--- config.mk ---
export PLATFORM = sky130hd
export DESIGN_NAME = channel_deinterleaver_flat
export DESIGN_NICKNAME = d
export VERILOG_FILES = /design/src/rtl/channel_deinterleaver_if.sv /design/src/rtl/channel_deinterleaver.sv /design/src/flat_wrapper.sv
export SDC_FILE = /design/constraint.sdc
export NUM_CORES = 1
export LEC_CHECK = 0
export ABC_AREA = 1
export CORE_MARGIN = 2
export CORE_UTILIZATION = 48
export DETAILED_ROUTE_END_ITERATION = 6
export GPL_TIMING_DRIVEN = 0
export PLACE_DENSITY = 0.82
export SETUP_SLACK_MARGIN = 0.2
export SYNTH_ARGS = -nofsm -noshare
export SYNTH_HDL_FRONTEND = slang
export SYNTH_SLANG_ARGS = --single-unit
export TNS_END_PERCENT = 100
--- constraint.sdc ---
create_clock -name clk -period 4.4 [get_ports clk]
set_input_delay 0.88 -clock clk [delete_from_list [all_inputs] [get_ports clk]]
set_output_delay 0.88 -clock clk [all_outputs]
set_load 0.03 [all_outputs]
--- src/rtl/channel_deinterleaver_if.sv ---
// Serial-sample input stream and parallel-group output stream of the channel deinterleaver.
// master drives samples and consumes groups; slave is the deinterleaver itself.
interface channel_deinterleaver_if #(
  parameter int unsigned DATA_WIDTH   = 16,
  parameter int unsigned NUM_CHANNELS = 4
);
  logic [DATA_WIDTH-1:0]              in_data;
  logic                               in_first;
  logic                               in_valid;
  logic                               in_ready;
  logic [DATA_WIDTH*NUM_CHANNELS-1:0] out_data;
  logic                               out_valid;
  logic                               out_ready;
  logic                               err_misalign;
  logic [7:0]                         drop_count;

  modport master (
    output in_data, in_first, in_valid, out_ready,
    input  in_ready, out_data, out_valid, err_misalign, drop_count
  );

  modport slave (
    input  in_data, in_first, in_valid, out_ready,
    output in_ready, out_data, out_valid, err_misalign, drop_count
  );
endinterface

--- src/rtl/channel_deinterleaver.sv ---
// Collects NUM_CHANNELS serial samples into one parallel group, resynchronising on in_first
// and counting discarded partial groups.
module channel_deinterleaver #(
  parameter int unsigned DATA_WIDTH   = 16,
  parameter int unsigned NUM_CHANNELS = 4
) (
  input  logic clk,
  input  logic rst,
  channel_deinterleaver_if.slave bus
);
  localparam int unsigned IDX_W = $clog2(NUM_CHANNELS);
  localparam int unsigned BUF_W = DATA_WIDTH * (NUM_CHANNELS - 1);
  localparam int unsigned OUT_W = DATA_WIDTH * NUM_CHANNELS;
  localparam logic [IDX_W-1:0] LAST_IDX = IDX_W'(NUM_CHANNELS - 1);

  logic [IDX_W-1:0] ch_idx, ch_idx_nxt;
  logic [BUF_W-1:0] buffer, buffer_nxt;
  logic [OUT_W-1:0] out_data_q, out_data_nxt;
  logic             out_valid_q, out_valid_nxt;
  logic             err_q, err_nxt;
  logic [7:0]       drop_q, drop_nxt;
  logic             at_last, in_beat, misalign, complete;

  // Only the group-completing beat needs the output register free.
  assign at_last      = (ch_idx == LAST_IDX);
  assign bus.in_ready = !(at_last && out_valid_q && !bus.out_ready);
  assign in_beat      = bus.in_valid && bus.in_ready;
  assign misalign     = in_beat && bus.in_first && (ch_idx != '0);
  assign complete     = in_beat && !misalign && at_last;

  always_comb begin
    ch_idx_nxt    = ch_idx;
    buffer_nxt    = buffer;
    out_data_nxt  = out_data_q;
    out_valid_nxt = out_valid_q;
    err_nxt       = 1'b0;
    drop_nxt      = drop_q;

    if (misalign) begin
      buffer_nxt[DATA_WIDTH-1:0] = bus.in_data;
      ch_idx_nxt                 = IDX_W'(1);
      err_nxt                    = 1'b1;
      if (drop_q != 8'hFF) drop_nxt = drop_q + 8'd1;
    end else if (complete) begin
      out_data_nxt = {bus.in_data, buffer};
      ch_idx_nxt   = '0;
    end else if (in_beat) begin
      for (int k = 0; k < int'(NUM_CHANNELS) - 1; k++) begin
        if (ch_idx == IDX_W'(k)) buffer_nxt[k*DATA_WIDTH +: DATA_WIDTH] = bus.in_data;
      end
      ch_idx_nxt = ch_idx + IDX_W'(1);
    end

    // A reload in the same cycle as an output beat keeps out_valid high.
    if (complete)           out_valid_nxt = 1'b1;
    else if (bus.out_ready) out_valid_nxt = 1'b0;
  end

  always_ff @(posedge clk or posedge rst) begin
    if (rst) begin
      ch_idx      <= '0;
      buffer      <= '0;
      out_data_q  <= '0;
      out_valid_q <= 1'b0;
      err_q       <= 1'b0;
      drop_q      <= '0;
    end else begin
      ch_idx      <= ch_idx_nxt;
      buffer      <= buffer_nxt;
      out_data_q  <= out_data_nxt;
      out_valid_q <= out_valid_nxt;
      err_q       <= err_nxt;
      drop_q      <= drop_nxt;
    end
  end

  assign bus.out_data     = out_data_q;
  assign bus.out_valid    = out_valid_q;
  assign bus.err_misalign = err_q;
  assign bus.drop_count   = drop_q;
endmodule
--- src/flat_wrapper.sv ---
// flat-port wrapper written by rule: the top's interface ports become plain ports
module channel_deinterleaver_flat 
#(
  parameter int unsigned DATA_WIDTH   = 16,
  parameter int unsigned NUM_CHANNELS = 4
)
  (clk, rst, bus_in_data, bus_in_first, bus_in_valid, bus_out_ready, bus_in_ready, bus_out_data, bus_out_valid, bus_err_misalign, bus_drop_count);
  channel_deinterleaver_if #(.DATA_WIDTH(DATA_WIDTH), .NUM_CHANNELS(NUM_CHANNELS)) bus_i ();
  input  logic clk;
  input  logic rst;
  input wire logic [$bits(bus_i.in_data)-1:0] bus_in_data;
  input wire logic [$bits(bus_i.in_first)-1:0] bus_in_first;
  input wire logic [$bits(bus_i.in_valid)-1:0] bus_in_valid;
  input wire logic [$bits(bus_i.out_ready)-1:0] bus_out_ready;
  output wire logic [$bits(bus_i.in_ready)-1:0] bus_in_ready;
  output wire logic [$bits(bus_i.out_data)-1:0] bus_out_data;
  output wire logic [$bits(bus_i.out_valid)-1:0] bus_out_valid;
  output wire logic [$bits(bus_i.err_misalign)-1:0] bus_err_misalign;
  output wire logic [$bits(bus_i.drop_count)-1:0] bus_drop_count;
  assign bus_i.in_data = bus_in_data;
  assign bus_i.in_first = bus_in_first;
  assign bus_i.in_valid = bus_in_valid;
  assign bus_i.out_ready = bus_out_ready;
  assign bus_in_ready = bus_i.in_ready;
  assign bus_out_data = bus_i.out_data;
  assign bus_out_valid = bus_i.out_valid;
  assign bus_err_misalign = bus_i.err_misalign;
  assign bus_drop_count = bus_i.drop_count;
  channel_deinterleaver #(.DATA_WIDTH(DATA_WIDTH), .NUM_CHANNELS(NUM_CHANNELS)) u_core (.clk(clk), .rst(rst), .bus(bus_i));
endmodule
==> results list, run 1 <==
- Result of the run: finished, final reports clean
* # rows: 38
* CTS-repair resized insts: 0
- STA classifies the critical path startpoint as an input port.
- After technology mapping, the gate count stands at 607.
- Via count of the first global-routing pass: 4717
- Clock Sink Count: 124
- The hold violation total from the final report came to 0.
* Routed length per placed instance: 16.3 um
* Ant. Diodes: 0
- Hold/Removal Path Class: flip-flop to flip-flop
- At the worst endpoint, the required time is 3.52 ns.
- STA classifies the critical path endpoint as a primary output.
- Final wirelength: 14.2 mm
- Kind of critical path: input port to primary output
- Data arrives at the worst endpoint at 2.29 ns.
- Final-stage net count: 748
* Most frequent cell on the critical path: sky130_fd_sc_hd__clkdlybuf4s50_1
- Library cell with the largest summed area after synthesis: sky130_fd_sc_hd__dfrtp_1
- Postcts setup bufs: 0
* Core area: 0.0109 mm^2
- Clock slew seen by the registers of the worst setup and hold paths: 0.05 ns
* Count of hold buffers inserted by post-cts repair: 0
- The critical path goes through clkdlybuf4s50_1 > inv_1 > nand3_1 > clkdlybuf4s50_1.
- Transition time at the pin with the least slew margin: 0.613 ns
* Headroom to the max-slew limit: 59.1%
- After synthesis, the largest area contributor takes up 57.1% of total cell area.
- Number of distinct library cells after synthesis: 25
- CTS tree: yes
- Area growth from synthesis to layout: 32.9%
* Cell with the largest stage delay on the worst path: sky130_fd_sc_hd__clkdlybuf4s50_1
* Worst setup startpoint: bus_out_ready
- Detailed-route via count: 4769
* GRT Overall Usage: 23.4%
- X dimension of the die: 110 um
- Deepest clock path buffer count: 2
- Entering global routing, the biggest net connects 64 pins.
* Deepest level of the CTS H-tree: 4
* Die Y: 110 um
- Maximum ir drop on the vdd rail: 439 uV
- In the final layout, the share of cells above drive strength 1 is 10.4%.
* Number of remaining DRC errors: 0
- Number of antenna violations at the first check in global routing: 0
- Final antenna-violating net count: 0
* Clock Tree Root: sky130_fd_sc_hd__clkbuf_16
- Maxcap violations: 0
* Largest fanout of any net on the critical path: 3
* Post-detailed-route via-to-cell ratio: 5.46
* Launch point of the worst reg-to-reg path: u_core.ch_idx[0]$_DFFE_PP0P_
- During synthesis, Yosys emitted a total of 0 warnings.
- Port bufs: 95
- Post-synthesis async set-or-reset flop share: 100%
- Unrepaired setup endpoints after global routing: no
- The later pin in the worst-skew pair is clocked with a latency of 0.41 ns.
- Maximum operating frequency: 0.315 GHz
* Leakage power of the design: 0.00363 uW
* Power per cell area: 792 mW/mm^2
* Die area: 0.0122 mm^2
* Synth Register Bits: 124
* Number of max-slew violations in the final report: 0
* Syn_area_per_cell: 8.96 um^2
* Final number of setup-violating endpoints: 0
- Initial standard-cell utilization of the core: 49.7%
* Seq/Total Area, Yosys: 57.1%
- The congestion estimate from routability-driven global placement came to 0.892.
- Most instantiated flip-flop cell in the synthesis netlist: sky130_fd_sc_hd__dfrtp_1
* Fillers: 863
- Non-Filler Cell Area, Final: 0.00723 mm^2
- The worst hold path begins at u_core.bus.out_data[34]$_DFFE_PP0P_.
* Syn Std Cell Area: 0.00544 mm^2
- Gr ovfl total: 0
- Clk_skew: 0.00349 ns
- Clock buffer count from CTS: 17
- Detailed placement HPWL: 9.85 mm
* Number of DRC markers in iteration 0: 299
- The pre-antenna-repair detailed-routing pass consisted of 5 iterations.
- Largest cells by area after synthesis: sky130_fd_sc_hd__dfrtp_1 (57%), sky130_fd_sc_hd__nand2_1 (18%), sky130_fd_sc_hd__nand4_1 (11%)
* Most common cell in the netlist: sky130_fd_sc_hd__nand2_1
* Cell Area, Placed: 0.00660 mm^2
- Stage delay of the slowest cell on the critical path: 0.69 ns
- Post-layout minimum cycle time: 3.17 ns
* Number of enable-type register cells in the synthesized netlist: 0
* Count of boundary I/O pins: 96
* Wire length of the first global-routing pass: 23.0 mm
* Net count after synthesis: 633
- Hold slack: 0.468 ns
- Share of the clock period used by the worst path: 72.1%
- Commonest cells post-synth: sky130_fd_sc_hd__nand2_1 (268), sky130_fd_sc_hd__dfrtp_1 (124), sky130_fd_sc_hd__nand4_1 (96)
==> flip-flops by register name, summed over array words and instances (netlist names) <==
register and count:
u_core.bus.out_data 64, u_core.buffer 48, u_core.bus.drop_count 8, u_core.ch_idx 2, u_core.bus.err_misalign 1, u_core.bus.out_valid 1
==> final timing paths <==
| check | to | cells after the start | slack [ns] |
|---|---|---|---|
| setup reg to reg | u_core.buffer[35]$_DFFE_PP0P_ | 9 | 2.45 |
| setup / recovery | bus_in_ready | 4 | 1.23 |
| hold reg to reg | u_core.bus.out_data[34]$_DFFE_PP0P_ | 2 | 0.47 |
| hold / removal | u_core.bus.out_data[34]$_DFFE_PP0P_ | 2 | 0.47 |
| min in group asynchronous | u_core.bus.out_data[9]$_DFFE_PP0P_ | 2 | 0.92 |
| max in group asynchronous | u_core.buffer[45]$_DFFE_PP0P_ | 3 | 2.80 |
==> kinds of logic (layout without fill, tap and decap cells) <==
| logic type | after synthesis | count (layout) | synth area share [%] |
|---|---|---|---|
| and+or+nand+nor | 407 | 407 | 34.3 |
| buffers and inverters | 64 | 190 | 6.40 |
| adders and majority gates | 5 | 5 | 1.15 |
| xor gates and xnor gates | 3 | 3 | 0.483 |
| DFF | 124 | 124 | 57.1 |
| AOI/OAI and AO/OA | 4 | 4 | 0.575 |
==> worst max-delay path: cells and delay by family <==
kind	cells	cell delay, ns
buffers and inverters	3	1.27
AND/OR/NAND/NOR	1	0.14
==> through the flow <==
| stage | setup WS [ns] | setup TNS [ns] | power, uW | std cells | util, % |
|---|---|---|---|---|---|
| after floorplan | 0.221 | 0 | 3340 | 607 | - |
| after global placement | -1.31 | -160.86 | 4160 | 842 | 60.0 |
| after detailed placement | 1.26 | 0 | 4240 | 843 | 60.3 |
| after CTS | 1.23 | 0 | 5740 | 873 | 66.1 |
| after global routing | 1.20 | 0 | 6030 | 873 | 66.1 |
| final | 1.23 | 0 | 5720 | 873 | 66.1 |
==> routing by layer <==
metal | routed length (um) | vias to the layer above | global-route usage (%) | share of wire [%]
li1 | - | 2255 | - | -
met1 | 5940 | 2285 | 30.9 | 42
met2 | 6910 | 192 | 37.7 | 49
met3 | 983 | 37 | 6.04 | 6.9
met4 | 355 | 0 | 8.08 | 2.5
met5 | 0 | - | 0 | 0
==> where the power goes <==
group          leakage [uW]  internal (uW)  switching (uW)  total, uW
Combinational       0.00173            844            1440       2290
Sequential          0.00158           1650             311       1960
Clock              0.000315           1010             464       1480
Total               0.00363           3500            2220       5720
==> cell type report <==
type                       instances  area (um^2)  share of cell area, %
sequential                       124         3100                   42.9
timing repair buffer              96          978                   13.5
buffer                            46          280                   3.88
clock buffer                      23          498                   6.89
clock inverter                     7          135                   1.87
multi-input combinational        419         1990                   27.5
inverter                          18         72.6                   1.00
tap                              140          175                   2.42
==> cell usage in the layout, fill, tap and decap left out, drive strengths merged <==
cell           synthesis  final
bufinv                 0      4
clkinv                 0      3
xor2                   1      1
buf                   38     39
nand4                 96     96
dfrtp                124    124
nor3                   1      1
ha                     5      5
o21ai                  4      4
clkdlybuf4s50          0     95
clkbuf                 8     31
nor2                  13     13
inv                   18     18
nand2                270    270
xnor2                  2      2
nand3                 27     27
(Power assumes the default switching activity.)
==> run 2: changes to the inputs <==
Clock period 4.4 ns to 2.55 ns, I/O delays scaled along.
==> results list, run 2 (synthesized netlist as in run 1, its figures left out) <==
- Share of the clock period used by the worst path: 87.5%
* Fraction of power consumed by sequential logic: 34.7%
* CTS tree: yes
* Detailed-route via count: 4799
* Clock buffer count from CTS: 17
* Final antenna-violating net count: 0
* Port bufs: 95
- Maximum number of pins on one net before global-route repair: 45
- Clock Sink Count: 124
* Number of max-slew violations in the final report: 0
- Data on the critical path is required at its endpoint by 2.04 ns.
- The hold violation total from the final report was 0.
* Final-stage net count: 749
* Clock slew seen by the registers of the worst setup and hold paths: 0.05 ns
* Clk_skew: 0.00861 ns
- Nature of the critical path endpoint: primary output
- From left edge to right edge, the die measures 110 um.
* Via count of the first global-routing pass: 4722
- Combinational logic burns 40.4% of the power.
- Initial standard-cell utilization of the core: 49.7%
- In the post-route analysis, the smallest setup slack over all paths is 0.319 ns.
- The number of antenna violations at the first check in global routing came to 0.
- Number of remaining DRC errors: 0
- In the final routed layout, each cell accounts on average for 15.9 um.
- Headroom to the max-slew limit: 37.0%
- For the worst flop-to-flop path, the logic depth is 9.
* Die area: 0.0122 mm^2
- The internal power of the cells totals 5870 uW.
- Die Y: 110 um
- Max reg flops: 64
* Largest fanout of any net on the critical path: 7
- Transition time at the pin with the least slew margin: 0.944 ns
* Post-detailed-route via-to-cell ratio: 5.48
- Cells with a size suffix above 1 make up 10.7% of the layout.
* Worst hold path cell count: 2
- Count of boundary I/O pins: 96
- Clock Tree Root: sky130_fd_sc_hd__clkbuf_16
- Summed over all nets, the switching power comes to 3880 uW.
- IR analysis of the VDD net gives a maximum drop of 770 uV.
- The first global-routing pass estimated 23.1 mm of wire.
- Ant. Diodes: 0
- Hold/Removal Path Class: flip-flop to flip-flop
- The first TritonRoute pass finished after 5 iterations.
* Clk_lat worst skew: 0.42 ns
- After detailed routing, the total wire length is 13.9 mm.
* Area growth from synthesis to layout: 32.6%
- After floorplanning, the core was sized to cover 0.0109 mm^2.
- Setup repair after global routing left no endpoint under its margin.
- Power per cell area: 1350 mW/mm^2
- Once placement completed, the tool counted placed cells totaling 844.
- Final number of setup-violating endpoints: 0
- Counting I/O delays and the setup requirement, the final critical path takes 2.23 ns.
- The H-tree generated during clock tree synthesis spans 4 levels.
- The flow ran to the end, and the final reports show no timing, DRC or antenna violations.
- For this run, the top clock speed supported by timing is 0.448 GHz.
- Excluding fillers, the count of instances in the completed layout stands at 876.
* Kind of critical path: flip-flop to primary output
- The floorplan has 38 rows.
- Maxcap violations: 0
- Routability-driven placement finished with a final weighted congestion of 0.898.
- Startpoint types: flip-flop
* Worst EP arrival: 1.72 ns
- GRT Overall Usage: 23.6%
- Net switching is 39.8% of the power.
- In this run the deepest clock path goes through 2 buffers.
- Per report_power, the clock group accounts for 24.9% of the total.
* Most used cells in the layout excluding fill and tap cells: sky130_fd_sc_hd__nand2_1 (268), sky130_fd_sc_hd__dfrtp_1 (124), sky130_fd_sc_hd__nand4_1 (96)
- Postcts setup bufs: 0
* Leading cell type in the layout, fill and taps excluded: sky130_fd_sc_hd__nand2_1
- Cells fill 65.9% of the core in the end.
- Dpl ws: 0.146 ns
- For this block, the initial DRC count from the detailed router was 278.
* Leakage power of the design: 0.00360 uW
- Summed over all nets, the half-perimeter wirelength after detailed placement is 9.97 mm.
- Gr ovfl total: 0
-- run 2: changes by cell type in the layout (fill, tap and decap cells not counted) --
cell,change
sky130_fd_sc_hd__buf_12,+2
sky130_fd_sc_hd__clkinvlp_4,+5
sky130_fd_sc_hd__clkbuf_8,-3
sky130_fd_sc_hd__clkinv_2,+2
sky130_fd_sc_hd__clkdlybuf4s50_1,-1
sky130_fd_sc_hd__buf_16,-1
sky130_fd_sc_hd__inv_6,-1
sky130_fd_sc_hd__dlygate4sd2_1,+1
sky130_fd_sc_hd__bufinv_16,-1
-- run 2: area by class of cell --
type                       instances  area, um^2
clock inverter                    12         145
sequential                       124        3100
timing repair buffer              97         990
clock buffer                      20         457
fill                             863        3730
multi-input combinational        419        1990
buffer                            46         280
inverter                          18        71.3
tap                              140         175
-- run 2: worst max-delay path, cell delays in order (launching register included) --
cell and delay, ns:
sky130_fd_sc_hd__dfrtp_1 0.41, sky130_fd_sc_hd__ha_1 0.22, sky130_fd_sc_hd__buf_6 0.14, sky130_fd_sc_hd__nand3_1 0.13, sky130_fd_sc_hd__dlygate4sd2_1 0.41
-- run 2: routing by layer --
| layer | global-route usage, % | up-vias | wire, um |
|---|---|---|---|
| li1 | - | 2253 | - |
| met1 | 30.8 | 2334 | 5890 |
| met2 | 37.9 | 185 | 6710 |
| met3 | 6.31 | 27 | 1010 |
| met4 | 9.00 | 0 | 311 |
| met5 | 0 | - | 0 |
-- run 2: final timing paths --
path	slack [ns]	startpoint	endpoint
worst max-delay path	0.32	u_core.ch_idx[0]$_DFFE_PP0P_	bus_in_ready
worst max register to register	0.65	u_core.ch_idx[0]$_DFFE_PP0P_	u_core.buffer[29]$_DFFE_PP0P_
max in group asynchronous	1.20	rst	u_core.bus.drop_count[5]$_DFFE_PP0P_
worst min-delay path	0.47	u_core.bus.out_data[44]$_DFFE_PP0P_	u_core.bus.out_data[44]$_DFFE_PP0P_
min in group asynchronous	0.65	rst	u_core.bus.out_data[16]$_DFFE_PP0P_
worst min register to register	0.47	u_core.bus.out_data[44]$_DFFE_PP0P_	u_core.bus.out_data[44]$_DFFE_PP0P_
-- run 2: power by group through the flow --
stage	Clock, uW	Sequential (uW)	Combinational (uW)
floorplan	0	4260	1500
CTS	2450	3380	3960
finish	2430	3390	3940
detailed placement	0	3390	3940
global placement	0	3350	3820
global route	2550	3480	4290
-- run 2: per-stage QoR --
| stage | power (uW) | TNS [ns] | instance area (um^2) | hold slack, ns |
|---|---|---|---|---|
| floorplan | 5760 | 0 | 5440 | 0.442 |
| global placement | 7170 | -60.91 | 6570 | 0.455 |
| detailed placement | 7330 | 0 | 6610 | 0.459 |
| CTS | 9790 | 0 | 7210 | 0.472 |
| global route | 10300 | 0 | 7210 | 0.484 |
| finish | 9750 | 0 | 7210 | 0.469 |
-- run 2: timing repair --
item,CTS,global route
gates resized for setup,1,0
setup endpoints to repair,1,0
endpoints found under the hold margin,0,0
hold buffers,0,0
==> run 3: changes to the inputs <==
Settings changed: CORE_UTILIZATION 48 to 57, DONT_BUFFER_PORTS from default to 1, PLACE_DENSITY 0.82 to 0.8, SLEW_MARGIN from default to 25.
==> results list, run 3 (synthesized netlist as in run 1, its figures left out) <==
- Die Y: 102 um
- Core area: 0.00924 mm^2
- Routed length per placed instance: 16.9 um
- The die covers 0.0103 mm^2.
- The hold violation total from the final report was 0.
- Wires add up to 13.1 mm.
* Count of boundary I/O pins: 96
- Gr ovfl total: 0
- Global routing consumed, on the met1 layer, 35.6% of the routing resources.
* Required time reported for the critical path endpoint: 2.04 ns
* Proportion of layout cells with a drive suffix above 1: 12.7%
- Clock Tree Root: sky130_fd_sc_hd__clkbuf_8
- The library cell used most frequently in the layout, excluding fill and tap cells, is sky130_fd_sc_hd__nand2_1.
- For this run, design rule violations remaining after detail routing come to 0.
- Compared with the post-synthesis result, the final layout area differs by 15.5%.
- Number of DRC markers in iteration 0: 234
- Dpl ws: 0.679 ns
- In the final design database the tool counted 657 nets.
- Routability-driven placement finished with a final weighted congestion of 0.846.
- No sink is reached through more buffers than the 2 on the longest clock path.
* Port bufs: 0
- Buffers added to address setup during post-CTS repair amount to 0.
- Clk_skew: 0.00787 ns
- Detailed-router iteration count before antenna repair: 5
- Detailed placement finished with a half-perimeter wire length of 9.28 mm.
- GRT Overall Usage: 27.2%
- Maximum number of pins on one net before global-route repair: 32
- Maximum operating frequency: 0.471 GHz
* GR met3 Demand/Resource: 13.0%
- Hold timing on the final database bottoms out at a slack of 0.126 ns.
- Once the clock tree was built, the resizer swapped 0 gates to a different size.
- PnR worst setup slack: 0.428 ns
- STA classifies the critical path endpoint as a primary output.
- Largest fanout of any net on the critical path: 7
* Most used cells in the layout excluding fill and tap cells: sky130_fd_sc_hd__nand2_1 (268), sky130_fd_sc_hd__dfrtp_1 (124), sky130_fd_sc_hd__nand4_1 (96)
- The completed layout was analyzed and its total power is 8630 uW.
* CTS tree: yes
* Max reg flops: 64
- 0 antenna diodes ended up in the layout.
- The worst register-to-register path begins at u_core.ch_idx[0]$_DFFE_PP0P_.
- For the worst setup path, the data arrival time is 1.61 ns.
* Transition time at the pin with the least slew margin: 0.647 ns
* Clock slew seen by the registers of the worst setup and hold paths: 0.06 ns
- The number of global-route vias before repair was 4315.
- Summing all multi-input logic gate instances after layout gives 0.00199 mm^2.
- The worst setup path is launched from a flip-flop.
* Final antenna-violating net count: 0
* Count of hold buffers inserted by post-cts repair: 1
- Deepest level of the CTS H-tree: 4
* Worst setup startpoint: u_core.ch_idx[0]$_DFFE_PP0P_
- Post-detailed-route via-to-cell ratio: 5.75
- Maxcap violations: 0
- Number of antenna violations at the first check in global routing: 0
- The worst hold path belongs to the class input port to flip-flop.
- The critical path is of the flip-flop to primary output type.
- Wire length of the first global-routing pass: 21.4 mm
* Sequential standard cell area: 0.00310 mm^2
* Unrepaired setup endpoints after global routing: no
- For this run, global-route usage on met2 was measured as 40.0%.
- Most Crowded Layer GR: met2
- Setup violations remaining at the end of the flow were counted as 0.
- Clock tree synthesis found a total of 124 sinks.
- Number of cells in the design after placement: 740
- The count of cells in the finished layout, fillers not included, comes to 773.
- The max-slew violation count was 0.
- The flow ran to the end, and the final reports show no timing, DRC or antenna violations.
- Post-layout minimum cycle time: 2.12 ns
* Leakage power of the design: 0.00326 uW
- Clk_lat worst skew: 0.53 ns
- Detailed-route via count: 4442
* X dimension of the die: 102 um
* Share of the clock period used by the worst path: 83.2%
- Clock buffer count from CTS: 17
- Headroom to the max-slew limit: 56.8%
- Source of the worst hold timing path: bus_in_data[2]
* Fillers: 719
* Initial standard-cell utilization of the core: 58.9%
- # rows: 35
- In this run the power density over the cells is 1370 mW/mm^2.
- VDD sags by at most 822 uV.
==> run 3: cell type report <==
type | instances | share of cell area (%)
Clock inverter | 14 | 2.31
Tap cell | 129 | 2.57
Timing Repair Buffer | 5 | 1.67
Inverter | 18 | 1.14
Buffer | 46 | 4.46
Clock buffer | 18 | 6.81
Multi-Input combinational cell | 419 | 31.6
Sequential cell | 124 | 49.4
==> run 3: metrics by stage <==
stage | setup TNS (ns) | utilization [%] | instance area [um^2]
after floorplan | 0 | - | 5440
after global placement | -0.0133 | 60.7 | 5600
after detailed placement | 0 | 61.7 | 5700
after CTS | 0 | 68.0 | 6280
after global routing | 0 | 68.0 | 6280
final | 0 | 68.0 | 6280
==> run 3: power by group <==
| group | switching, uW | total, uW | internal (uW) | leakage [uW] |
|---|---|---|---|---|
| Clock | 895 | 2310 | 1410 | 0.000273 |
| Combinational | 1250 | 1890 | 643 | 0.00141 |
| Sequential | 1600 | 4430 | 2830 | 0.00158 |
==> run 3: metal layers <==
metal	wire, um	up-vias
li1	-	2073
met2	5920	207
met1	5320	2125
met4	321	0
met3	1520	37
met5	0	-
==> run 3: critical path, cell delays in order, from the launching register on <==
cell and delay [ns]:
sky130_fd_sc_hd__dfrtp_1 0.40, sky130_fd_sc_hd__ha_1 0.22, sky130_fd_sc_hd__buf_6 0.14, sky130_fd_sc_hd__nand3_1 0.32
==> run 3: path summary, 6_finish.rpt <==
path,end,slack (ns),cells after the start
worst max-delay path,bus_in_ready,0.43,3
worst min-delay path,u_core.bus.out_data[50]$_DFFE_PP0P_,0.13,2
worst max register to register,u_core.buffer[44]$_DFFE_PP0P_,0.67,9
worst min register to register,u_core.buffer[18]$_DFFE_PP0P_,0.47,2
max in group asynchronous,u_core.bus.out_data[28]$_DFFE_PP0P_,1.25,4
min in group asynchronous,u_core.bus.out_data[8]$_DFFE_PP0P_,0.55,2
